**src/rtl/regfile_reader.sv**
```systemverilog
// regfile_reader: captures two register-bank operands per accepted read
// request into a 2-entry FIFO. All state updates on the falling clock edge,
// the same edge on which register-bank writes commit. A write committing on
// the capture edge is bypassed into the captured operands.
module regfile_reader (
  input  logic       clk,
  input  logic       rst,
  input  logic [7:0] r0,
  input  logic [7:0] r1,
  input  logic [7:0] r2,
  input  logic [7:0] r3,
  input  logic [7:0] r4,
  input  logic [7:0] r5,
  input  logic [7:0] r6,
  input  logic [7:0] r7,
  input  logic [2:0] ra,
  input  logic [2:0] rb,
  input  logic       req,
  output logic       ack,
  input  logic       wb_en,
  input  logic [2:0] wb_rs,
  input  logic [7:0] wb_data,
  output logic [7:0] opa,
  output logic [7:0] opb,
  output logic       ovalid,
  input  logic       ordy,
  output logic [7:0] rdcnt
);

  // State encoding equals the queue occupancy, so count is the state itself.
  localparam logic [1:0] EMPTY = 2'd0;
  localparam logic [1:0] ONE   = 2'd1;
  localparam logic [1:0] FULL  = 2'd2;

  logic [1:0] state;
  logic [1:0] count;
  logic [7:0] head_a, head_b;
  logic [7:0] tail_a, tail_b;
  logic [7:0] cap_a, cap_b;
  logic [7:0] bank [8];
  logic       push, pop;

  assign count  = state;
  assign ack    = (count != FULL);
  assign ovalid = (count != EMPTY);
  assign push   = req && ack;
  assign pop    = ovalid && ordy;
  assign opa    = ovalid ? head_a : 8'h00;
  assign opb    = ovalid ? head_b : 8'h00;

  // Gather the bank inputs into an indexable array.
  always_comb begin
    bank[0] = r0;
    bank[1] = r1;
    bank[2] = r2;
    bank[3] = r3;
    bank[4] = r4;
    bank[5] = r5;
    bank[6] = r6;
    bank[7] = r7;
  end

  // Operand select with independent write bypass for A and B.
  always_comb begin
    // NOTE: defaults first so every path assigns cap_a/cap_b and no latch is inferred.
    cap_a = bank[ra];
    cap_b = bank[rb];
    if (wb_en && (wb_rs == ra)) cap_a = wb_data;
    if (wb_en && (wb_rs == rb)) cap_b = wb_data;
  end

  // Queue control FSM and entry storage, advancing on the falling edge.
  always_ff @(negedge clk or posedge rst) begin
    if (rst) begin
      // NOTE: the queue entries are a handful of flops, so they are reset along
      // with the state; stale data can then never appear on the operand outputs.
      state  <= EMPTY;
      head_a <= 8'h00;
      head_b <= 8'h00;
      tail_a <= 8'h00;
      tail_b <= 8'h00;
    end else begin
      // NOTE: non-blocking assignments so head<=tail reads the pre-edge tail.
      case (state)
        EMPTY: begin
          if (push) begin
            head_a <= cap_a;
            head_b <= cap_b;
            state  <= ONE;
          end
        end
        ONE: begin
          case ({push, pop})
            2'b11: begin
              // The only entry leaves and the new one takes its place.
              head_a <= cap_a;
              head_b <= cap_b;
            end
            2'b10: begin
              tail_a <= cap_a;
              tail_b <= cap_b;
              state  <= FULL;
            end
            2'b01: begin
              head_a <= 8'h00;
              head_b <= 8'h00;
              state  <= EMPTY;
            end
            default: ;
          endcase
        end
        FULL: begin
          // ack is low here, so only a pop can happen.
          if (pop) begin
            head_a <= tail_a;
            head_b <= tail_b;
            tail_a <= 8'h00;
            tail_b <= 8'h00;
            state  <= ONE;
          end
        end
        default: state <= EMPTY;
      endcase
    end
  end

  // Accepted-read counter, wrapping modulo 256.
  always_ff @(negedge clk or posedge rst) begin
    if (rst)       rdcnt <= 8'h00;
    else if (push) rdcnt <= rdcnt + 8'd1;
  end

endmodule
```
**config.mk**
```make
export PLATFORM = sky130hd
export DESIGN_NAME = regfile_reader
export DESIGN_NICKNAME = d
export VERILOG_FILES = /design/src/rtl/regfile_reader.sv
export SDC_FILE = /design/constraint.sdc
export NUM_CORES = 1
export LEC_CHECK = 0
export ABC_CLOCK_PERIOD_IN_PS = 3500
export CELL_PAD_IN_SITES_DETAIL_PLACEMENT = 1
export CELL_PAD_IN_SITES_GLOBAL_PLACEMENT = 1
export CORE_MARGIN = 2
export CORE_UTILIZATION = 38
export CTS_CLUSTER_DIAMETER = 150
export DETAILED_ROUTE_END_ITERATION = 16
export GPL_ROUTABILITY_DRIVEN = 0
export GPL_TIMING_DRIVEN = 0
export PLACE_DENSITY_LB_ADDON = 0.1
export SETUP_SLACK_MARGIN = 0.3
export SLEW_MARGIN = 20
export SYNTH_ARGS = -nofsm -noshare
export SYNTH_HDL_FRONTEND = slang
export SYNTH_SLANG_ARGS = --single-unit
```
**constraint.sdc**
```tcl
create_clock -name clk -period 3.5 [get_ports clk]
set_clock_uncertainty 0.2 [all_clocks]
set_input_delay 0.525 -clock clk [delete_from_list [all_inputs] [get_ports clk]]
set_output_delay 0.525 -clock clk [all_outputs]
set_load 0.01 [all_outputs]
```
==> results of run 1 <==
[layer usage]
metal  vias to the layer above  track usage [%]  share of wire [%]
met5                         -                0                  0
met4                         0             10.5                3.2
met3                        35             5.25                5.5
met2                       191             55.0                 55
met1                      1828             32.4                 37
li1                       1534                -                  -
[layout make-up]
cell class              instances  share of cell area (%)
flip-flops and latches         42                    17.2
clock inverters                 2                   0.205
plain buffers                  25                    5.53
clock buffers                   6                    1.35
inverters                       7                   0.614
well taps                     108                    2.21
repair inverters                1                   0.123
repair buffers                181                    27.0
multi-input cells             223                    45.8
[timing repair]
item                                    CTS  global route
endpoints found under the setup margin  110            60
hold buffers                              0             0
buffers inserted                         44            26
resized for setup                       413            57
hold endpoints to repair                  0             0
pin swaps                                21            21
gates cloned                              5             0
[where the power goes]
group	internal, mW	switching, mW	leakage [nW]	total (mW)
sequential	0.717	0.151	0.531	0.868
combinational	1.59	1.46	2.06	3.05
clock	0.159	0.209	0.0472	0.369
[cells in the mapped netlist (all sizes together), types with 4 or more instances]
| library cell | n | area [µm²] |
|---|---|---|
| mux4 | 30 | 724 |
| xnor2 | 10 | 87.6 |
| clkbuf | 12 | 45.0 |
| o221ai | 14 | 123 |
| a21oi | 5 | 25.0 |
| o21ai | 31 | 155 |
| inv | 7 | 26.3 |
| nor2b | 18 | 113 |
| nand2 | 34 | 128 |
| nand3 | 4 | 20.0 |
| mux2i | 18 | 180 |
| mux2 | 15 | 169 |
| dfrtn | 42 | 1050 |
| buf | 13 | 105 |
| ha | 5 | 62.6 |
[logic make-up after synthesis]
group	synth area share (%)
flip-flops	31.7
AND/OR/NAND/NOR	12.4
XOR/XNOR	3.43
multiplexers	32.3
AO/OA/AOI/OAI	13.0
buffers and inverters	5.31
adder cells (fa/ha/maj)	1.88
[stage by stage]
step / util (%) / cell area, µm²
4_1_cts: 65.9 / 5670
6_report: 71.1 / 6110
2_1_floorplan: - / 3570
5_1_grt: 71.1 / 6110
3_5_place_dp: 55.6 / 4780
3_3_place_gp: 55.6 / 4780
[worst max-delay path by stage]
| stage | end | slack, ns | cells past startpoint |
|---|---|---|---|
| global route | opb[6] | -0.74 | 7 |
| finish | opb[1] | -0.71 | 7 |
| CTS | opb[6] | -0.62 | 7 |
| detailed placement | tail_b[2] | -1.16 | 7 |
| floorplan | head_a[0] | -0.41 | 6 |
| global placement | tail_b[1] | -1.15 | 7 |
[critical path, delay by kind of cell (launching register included)]
family | cells | cell delay (ns)
buf+inv | 5 | 0.65
simple gates | 1 | 0.11
flops | 1 | 0.48
fa+ha+maj | 1 | 0.18
[registers in the layout (all words and copies together), names as in the netlist]
name,count
tail_b,8
count,2
rdcnt,8
head_a,8
tail_a,8
head_b,8
==> impl_metrics.toml, run 1 <==
[outcome]
outcome = "finished with violations"
violations = "negative setup slack"

[min_path]
min_to = "tail_a[3]"
hold_depth = 2
hp-class = "register to register"
hp-start = "tail_a[3]"

[power]
p_total_mw = 4.29
p_per_area_nw_per_um2 = 702
power.leakage_nw = 2.63
ir_drop_uv = 319

[floorplan]
initial_utilization_pct = 38.6
die-height_um = 97.5
dieArea_um2 = 9500
die_w_um = 97.5
rows = 34
coreArea_um2 = 8590
io_pins = 112

[cts]
clk_latency_ns = 0.32
htreeDepth = 2
cts_sinks = 42
cts_tree = "built"
clk_pin_slew_ns = 0.06
root_buffer = "clkbuf_8"
cts_buffer_depth = 2
cts_buffers = 5

[sta]
setup_tns_ns = -16.12
finalSetupViolCount = 47
setup_ws_ns = -0.712
tightest_slew_ns = 0.636
hold_ws_ns = 0.255
report.final.slew_viol_count = 0
slew_headroom_pct = 57.6
hold_violations = 0
rsz0062_at_grt = "yes"

[run]
drv_cap = 0

[synthesis]
synth.avg_cell_area_um2 = 11.2
synth_area_um2 = 3320
synth_fp_nets = 388
synth-seq-area-share_pct = 31.7
ys_types = 42
postSynthCellCount = 297
async_flop_share_pct = 100
synth_edf_count = 0
synth-seq-cells = 42
synth_flop_cell = "dfrtn_1"
ys_warn_count = 0

[finish]
drive_above_1_share_pct = 60.4
diodes = 0
nFillCells = 850
area_delta_synth_final_pct = 84.1
mostFrequentLayoutCell = "buf_4"
fin_cells = 595
finalNetCount = 577
regArea_um2 = 1050
final_cell_mix = "50 x buf_4, 42 x dfrtn_1, 38 x buf_6"
multi_input_area_um2 = 2800

[worst_setup_path]
startpoint = "count[0]"
worst_ep_arrival_time_ns = 3.49
slowest_delay_ns = 0.48
required_ns = 2.77
ff2ff_setup_slack_ns = 0.58
r2r_cells = 10
start_kind = "register"
cpMostUsedCell = "clkbuf_16"
reg2reg_from = "count[1]"
end_kind = "primary output"
crit_fanout = 6
rr_endpoint = "head_a[4]"
crit_chain = "inv_2 -> ha_4 -> clkbuf_16 -> clkbuf_16 -> buf_8 -> nor2b_4 -> buf_6"
cp_slowest_cell = "dfrtn_1"
path_class = "register to primary output"

[placement]
dp_slack_ns = -1.16
place_hpwl_mm = 8.07
io_buffers = 107
numPlacedInstances = 512

[routing]
dr_total_vias = 3588
firstDrtPassIters = 4
routedWlPerCell_um = 26.5
final_antenna_net_count = 0
avgViaCountPerCell = 6.03
drt_iter0_markers = 165
drt-total-wl_mm = 15.8
post-route-drc-count = 0

[grt]
grt_pass1_wl_mm = 21.5
first_global_vias = 3869
grt_max_degree = 22
grt-ovfl-total = 0
antenna_found_initial = 0
track_usage_pct = 29.1
Power figures use the tool's default switching activity.
==> run 2: changes to the inputs <==
Settings changed: CORE_UTILIZATION 38 to 53, DONT_BUFFER_PORTS set to 1, SLEW_MARGIN 20 to unset.
==> impl_metrics.toml, run 2 <==
[synthesis]
synth_area_um2 = 3320
synthTopCellsByCount = "42 x dfrtn_1, 34 x nand2_1, 31 x o21ai_0"
async_flop_share_pct = 100
synth_fp_nets = 388
ys_warn_count = 0
synth_area_leaders = "dfrtn_1 32%, mux4_2 12%, mux4_1 10%"
synth-seq-cells = 42
ys_types = 42
synth_flop_cell = "dfrtn_1"
synth_edf_count = 0
synth.avg_cell_area_um2 = 11.2
yosys.cell_count.top_type = "dfrtn_1"
synth-seq-area-share_pct = 31.7
postSynthCellCount = 297
synth_largest_area_cell = "dfrtn_1"
synth_top_area_share_pct = 31.7

[placement]
place_hpwl_mm = 7.09
io_buffers = 0

[cts]
root_buffer = "clkbuf_8"
htreeDepth = 2
cts_sinks = 42
cts_buffer_depth = 2
cts_buffers = 5

[outcome]
haltStage = "5_1_grt"
outcome = "stopped before the end"
error = "[ERROR DPL-0033] detailed placement checks failed during check placement."

[grt]
grt_max_degree = 43
antenna_found_initial = 0

[floorplan]
initial_utilization_pct = 55.4
io_pins = 112
die_w_um = 83.2
die-height_um = 83.2
rows = 28

[sta]
worst_endpoint = "opb[0]"
worstEndpointType = "primary output"
## run 2: cell counts after synthesis
Identical to the previous run, type by type.
## run 2: what timing repair did
| action | in CTS |
|---|---|
| setup buffers | 22 |
| pin swaps | 18 |
| resized for setup | 95 |
| setup endpoints to repair | 58 |
| hold buffers | 0 |
| gates cloned | 4 |
## run 2: metrics by stage
step                cells  util, %  cell area, µm²  setup WS, ns  setup TNS [ns]
CTS                   406     74.2            4450        -0.431          -10.43
floorplan             297        -            3570        -0.412          -12.83
global placement      372     61.2            3660        -0.737          -21.41
detailed placement    372     61.2            3660        -0.728          -22.75
## run 2: cells by family after synthesis
logic type                 count (synthesis)  share of synthesized area [%]
and+or+nand+nor                           77                           12.4
AOI/OAI and AO/OA                         65                           13.0
muxes                                     63                           32.3
DFF                                       42                           31.7
buffers and inverters                     32                           5.31
xor gates and xnor gates                  13                           3.43
adders and majority gates                  5                           1.88
==> run 3: changes to the inputs <==
Settings changed: CELL_PAD_IN_SITES_DETAIL_PLACEMENT 1 to unset, CELL_PAD_IN_SITES_GLOBAL_PLACEMENT 1 to unset, CORE_UTILIZATION 53 to 40, CTS_CLUSTER_DIAMETER 150 to unset, PLACE_DENSITY_LB_ADDON 0.1 to 0.15, SETUP_SLACK_MARGIN 0.3 to unset.
==> impl_metrics.toml, run 3 (synthesis results as in run 1) <==
[outcome]
outcome = "finished with violations"
violations = "negative setup slack"

[worst_setup_path]
reg2reg_from = "count[1]"
worst_ep_arrival_time_ns = 3.19
required_ns = 2.77
path_class = "register to primary output"
start_kind = "register"
crit_fanout = 6
ff2ff_setup_slack_ns = 0.65
end_kind = "primary output"
crit_chain = "inv_2 -> ha_4 -> clkbuf_16 -> clkbuf_16 -> nor2b_4"
cpMostUsedCell = "clkbuf_16"
slowest_delay_ns = 0.44
cp_slowest_cell = "dfrtn_1"
r2r_cells = 13
rr_endpoint = "head_b[5]"

[grt]
antenna_found_initial = 0
grt_pass1_wl_mm = 15.4
track_usage_pct = 22.4
grt-ovfl-total = 0
first_global_vias = 2924
grt_max_degree = 30

[sta]
tightest_slew_ns = 0.529
rsz0062_at_grt = "yes"
slew_headroom_pct = 64.8
report.final.slew_viol_count = 0
hold_violations = 0
finalSetupViolCount = 48
setup_ws_ns = -0.411

[cts]
cts_sinks = 42
cts_tree = "built"
cts_buffers = 5
cts_buffer_depth = 2
htreeDepth = 2
clk_latency_ns = 0.30
clk_pin_slew_ns = 0.06
root_buffer = "clkbuf_8"

[finish]
finalNetCount = 426
nFillCells = 705
area_delta_synth_final_pct = 35.2
fin_cells = 441
drive_above_1_share_pct = 48.5
diodes = 0
mostFrequentLayoutCell = "dfrtn_1"
final_cell_mix = "42 x dfrtn_1, 34 x nand2_1, 28 x mux4_2"

[power]
power.leakage_nw = 1.76
p_int_mw = 1.78
ir_drop_uv = 218
seqPwrFrac_pct = 28.9
swShare_pct = 41.3
p_clk_share_pct = 11.1
p_switching_mw = 1.25
combPwrFrac_pct = 60.0
p_per_area_nw_per_um2 = 675
p_total_mw = 3.03

[routing]
dr_total_vias = 2671
final_antenna_net_count = 0
firstDrtPassIters = 4
routedWlPerCell_um = 21.9
avgViaCountPerCell = 6.06
drt_iter0_markers = 181
post-route-drc-count = 0
drt-total-wl_mm = 9.67

[floorplan]
io_pins = 112
die-height_um = 95.1
coreArea_um2 = 8130
rows = 33
dieArea_um2 = 9050
die_w_um = 95.1
initial_utilization_pct = 40.8

[placement]
numPlacedInstances = 403
io_buffers = 0
place_hpwl_mm = 6.87

[min_path]
hold_depth = 2
hp-class = "register to register"
min_to = "tail_b[1]"
hp-start = "tail_b[1]"

[run]
drv_cap = 0
[run 3: worst max-delay path: cells and delay by family, from the launching register on]
family / cells / cell delay, ns
buffers and inverters: 3 / 0.38
DFF: 1 / 0.44
and+or+nand+nor: 1 / 0.14
adders and majority gates: 1 / 0.17
[run 3: how the worst max path moves through the flow]
stage	startpoint	to	slack, ns	cells after the start
after global routing	count[1]	opb[1]	-0.46	5
after CTS	count[1]	opb[1]	-0.41	5
after floorplan	ra[1]	head_a[0]	-0.41	6
final	count[1]	opb[1]	-0.41	5
after detailed placement	rb[1]	head_b[7]	-0.72	6
after global placement	rb[1]	head_b[7]	-0.75	6
[run 3: layout make-up]
class	count	area, µm²	area share, %
Multi-Input combinational cell	223	2600	58.0
Clock buffer	7	86.3	1.92
Sequential cell	42	1050	23.4
Inverter	7	33.8	0.753
Buffer	25	259	5.77
Clock inverter	1	5.00	0.111
Timing Repair Buffer	31	319	7.11
Tap cell	105	131	2.93
[run 3: power by group through the flow]
stage | clock network [mW] | logic, mW | registers (mW)
after floorplan | 0 | 1.03 | 0.835
after global placement | 0 | 1.26 | 0.876
after detailed placement | 0 | 1.28 | 0.882
after CTS | 0.339 | 1.66 | 0.874
after global routing | 0.366 | 1.97 | 0.903
final | 0.338 | 1.82 | 0.876
[run 3: per-layer routing]
layer  wire (µm)  track usage (%)  vias to the layer above
li1            -                -                     1224
met1        4000             28.5                     1315
met2        4770             38.4                      126
met3         813             6.09                        6
met4          81             4.71                        0
met5           0                0                        -
[run 3: timing repair]
item / 4_1_cts / 5_1_grt
cloned: 2 / 0
hold buffers: 0 / 0
endpoints found under the hold margin: 0 / 0
buffers inserted: 24 / 5
resized for setup: 93 / 38
pin swaps: 15 / 13
setup endpoints to repair: 50 / 49
[run 3: through the flow]
step	cell area, µm²	setup WS [ns]	setup TNS [ns]	util, %	hold WS (ns)
2_1_floorplan	3450	-0.412	-11.81	-	0.210
3_3_place_gp	3580	-0.746	-38.34	44.1	0.223
3_5_place_dp	3600	-0.716	-22.31	44.3	0.235
4_1_cts	4290	-0.413	-10.44	52.8	0.240
5_1_grt	4490	-0.456	-11.90	55.2	0.253
6_report	4490	-0.411	-10.09	55.2	0.225
==> run 4: changes to the inputs <==
Settings changed: CORE_UTILIZATION 40 to 30.
==> impl_metrics.toml, run 4 (synthesis results as in run 1) <==
[finish]
mostFrequentLayoutCell = "dfrtn_1"
nFillCells = 1048
multi_input_area_um2 = 2620
finalNetCount = 426
utilization_pct = 42.5
final_area_um2 = 4600
final_cell_mix = "42 x dfrtn_1, 34 x nand2_1, 30 x mux4_2"
fin_cells = 476
drive_above_1_share_pct = 49.4
diodes = 0
regArea_um2 = 1050
area_delta_synth_final_pct = 38.6

[routing]
dr_total_vias = 2648
routedWlPerCell_um = 21.1
final_antenna_net_count = 0
firstDrtPassIters = 4
avgViaCountPerCell = 5.56
post-route-drc-count = 0
drt_iter0_markers = 217
drt-total-wl_mm = 10.1

[outcome]
outcome = "finished with violations"
violations = "negative setup slack"

[worst_setup_path]
crit_chain = "inv_2 -> ha_4 -> clkbuf_16 -> clkbuf_16 -> nor2b_4"
end_kind = "primary output"
r2r_cells = 11
cp_slowest_cell = "dfrtn_1"
cpMostUsedCell = "clkbuf_16"
worst_ep_arrival_time_ns = 3.21
path_class = "register to primary output"
rr_endpoint = "head_b[6]"
ff2ff_setup_slack_ns = 0.89
reg2reg_from = "count[1]"
slowest_delay_ns = 0.45
required_ns = 2.77
crit_fanout = 6
start_kind = "register"

[cts]
htreeDepth = 2
cts_buffer_depth = 2
cts_sinks = 42
clk_latency_ns = 0.30
clk_pin_slew_ns = 0.06
cts_buffers = 5
postCtsHoldBufs = 0
cts_tree = "built"
root_buffer = "clkbuf_8"

[placement]
io_buffers = 0
place_hpwl_mm = 7.10
dp_slack_ns = -0.739
numPlacedInstances = 438
place_area_um2 = 3650

[sta]
hold_violations = 0
setup_ws_ns = -0.435
finalSetupViolCount = 48
tightest_slew_ns = 0.549
report.final.slew_viol_count = 0
slew_headroom_pct = 63.4
rsz0062_at_grt = "yes"

[floorplan]
io_pins = 112
coreArea_um2 = 10800
die_w_um = 109
dieArea_um2 = 11900
initial_utilization_pct = 30.6
rows = 38
die-height_um = 109

[power]
p_total_mw = 3.08
ir_drop_uv = 354
p_per_area_nw_per_um2 = 669
power.leakage_nw = 1.78

[run]
drv_cap = 0

[grt]
grt-ovfl-total = 0
track_usage_pct = 17.6
grt_pass1_wl_mm = 15.9
grt_max_degree = 30
antenna_found_initial = 0
first_global_vias = 2958

[min_path]
hp-start = "tail_a[3]"
min_to = "tail_a[3]"
hp-class = "register to register"
hold_depth = 2
run 4: worst max-delay path, delay by kind of cell, from the launching register on:
kind,cells,cell delay (ns)
AND/OR/NAND/NOR,1,0.15
buffers and inverters,3,0.39
flip-flops,1,0.45
adder cells (fa/ha/maj),1,0.17
run 4: worst max-delay path by stage:
stage	start	end	slack (ns)	cells after the start
floorplan	ra[1]	head_a[0]	-0.41	6
global placement	rb[1]	head_b[1]	-0.76	6
detailed placement	rb[1]	head_b[1]	-0.74	6
CTS	count[1]	opb[1]	-0.43	5
global route	count[1]	opb[1]	-0.49	5
finish	count[1]	opb[2]	-0.43	5
run 4: area by class of cell:
| cell class | instances | share of cell area [%] |
|---|---|---|
| timing repair buffer | 31 | 7.69 |
| tap | 140 | 3.81 |
| sequential | 42 | 22.8 |
| buffer | 25 | 5.63 |
| inverter | 7 | 0.680 |
| clock inverter | 2 | 0.816 |
| clock buffer | 6 | 1.58 |
| multi-input combinational | 223 | 57.0 |
run 4: where the power goes:
part	switching [mW]	internal (mW)	total, mW
sequential	0.159	0.716	0.876
clock	0.182	0.213	0.395
combinational	0.919	0.891	1.81
total	1.26	1.82	3.08
run 4: stage by stage:
step                      hold slack (ns)  setup TNS, ns
final                               0.228         -10.20
after global routing                0.268         -12.39
after CTS                           0.236         -10.72
after detailed placement            0.231         -23.01
after global placement              0.222         -42.58
after floorplan                     0.210         -11.81
run 4: what timing repair did:
action,in CTS,in global routing
buffers inserted,25,3
pin swaps,13,5
resized for setup,106,29
gates cloned,4,0
setup endpoints to repair,50,50
run 4: metal layers:
layer	wire length, µm	track usage [%]	up-vias
li1	-	-	1223
met1	4400	23.3	1301
met2	4800	28.9	118
met3	776	4.96	6
met4	82	3.71	0
met5	0	0	-
==> variant, RTL diff (settings of run 1) <==
Make the reset (`rst`) synchronous in 2 clocked blocks.
--- a/src/rtl/regfile_reader.sv
+++ b/src/rtl/regfile_reader.sv
@@ -70,7 +70,7 @@
   end
 
   // Queue control FSM and entry storage, advancing on the falling edge.
-  always_ff @(negedge clk or posedge rst) begin
+  always_ff @(negedge clk) begin
     if (rst) begin
       // NOTE: the queue entries are a handful of flops, so they are reset along
       // with the state; stale data can then never appear on the operand outputs.
@@ -125,7 +125,7 @@
   end
 
   // Accepted-read counter, wrapping modulo 256.
-  always_ff @(negedge clk or posedge rst) begin
+  always_ff @(negedge clk) begin
     if (rst)       rdcnt <= 8'h00;
     else if (push) rdcnt <= rdcnt + 8'd1;
   end
Formal check against the unedited RTL: differs if rst is asserted again (counterexample within 4 cycles, from zero or initial values and one cycle with rst high); with rst held inactive, the same outputs for 10 cycles.
==> variant against run 1 <==
  * The flow now stops in clock tree synthesis
  * Synthesized cell count grew 28%
  * Synthesized area is 1.7% higher
==> variant: results (changes against run 1) <==
[cts]
postCtsResizedCells = 403  ; -2.4%
cts_buffers = 5  ; unchanged
cts-root-buf = clkbuf_8
cts.sinks = 42  ; unchanged
cts_setup_buffers = 56  ; +27%
h-tree-depth = 2  ; unchanged
clk_path_buf_depth = 2  ; unchanged

[synthesis]
yosys-top-cells-area = dfxtp_1 (25%), mux2i_1 (16%), a22oi_1 (5.8%), mux4_2 (4.0%), nor2b_1 (3.9%)
syn-num-nets = 470  ; +21%
synth_warnings = 0  ; unchanged
synthCells = 379  ; +28%
synth.yosys.seq_area_share_pct = 24.9  ; -6.8 points
synthTopCellsByCount = mux2i_1 (54), dfxtp_1 (42), a22oi_1 (26)
ys.flop_type = dfxtp_1
synth_cell_types = 48  ; +14%
synthArstFlopShare_pct = 0  ; -100 points

[outcome]
status = did not finish
error = [ERROR DPL-0033] detailed placement checks failed during check placement.
flow.stopped_at = clock tree synthesis

[place]
dp_cells = 593  ; +16%
portBuffers = 106  ; -0.93%
dpl_cell_area_um2 = 5020  ; +5.1%
hpwl_um = 10200  ; +26%

## variant: per-stage QoR
stage	worst slack (ns)	TNS (ns)	utilization [%]
3_5_place_dp	-0.947	-38.29	57.8
2_1_floorplan	-0.115	-1.21	-
3_3_place_gp	-0.969	-36.16	57.8
## variant: cells by family after synthesis
group | synth area share [%]
DFF | 24.9
muxes | 21.0
and+or+nand+nor | 13.8
buffers and inverters | 6.26
xor gates and xnor gates | 3.11
adders and majority gates | 1.85
AOI/OAI and AO/OA | 29.1
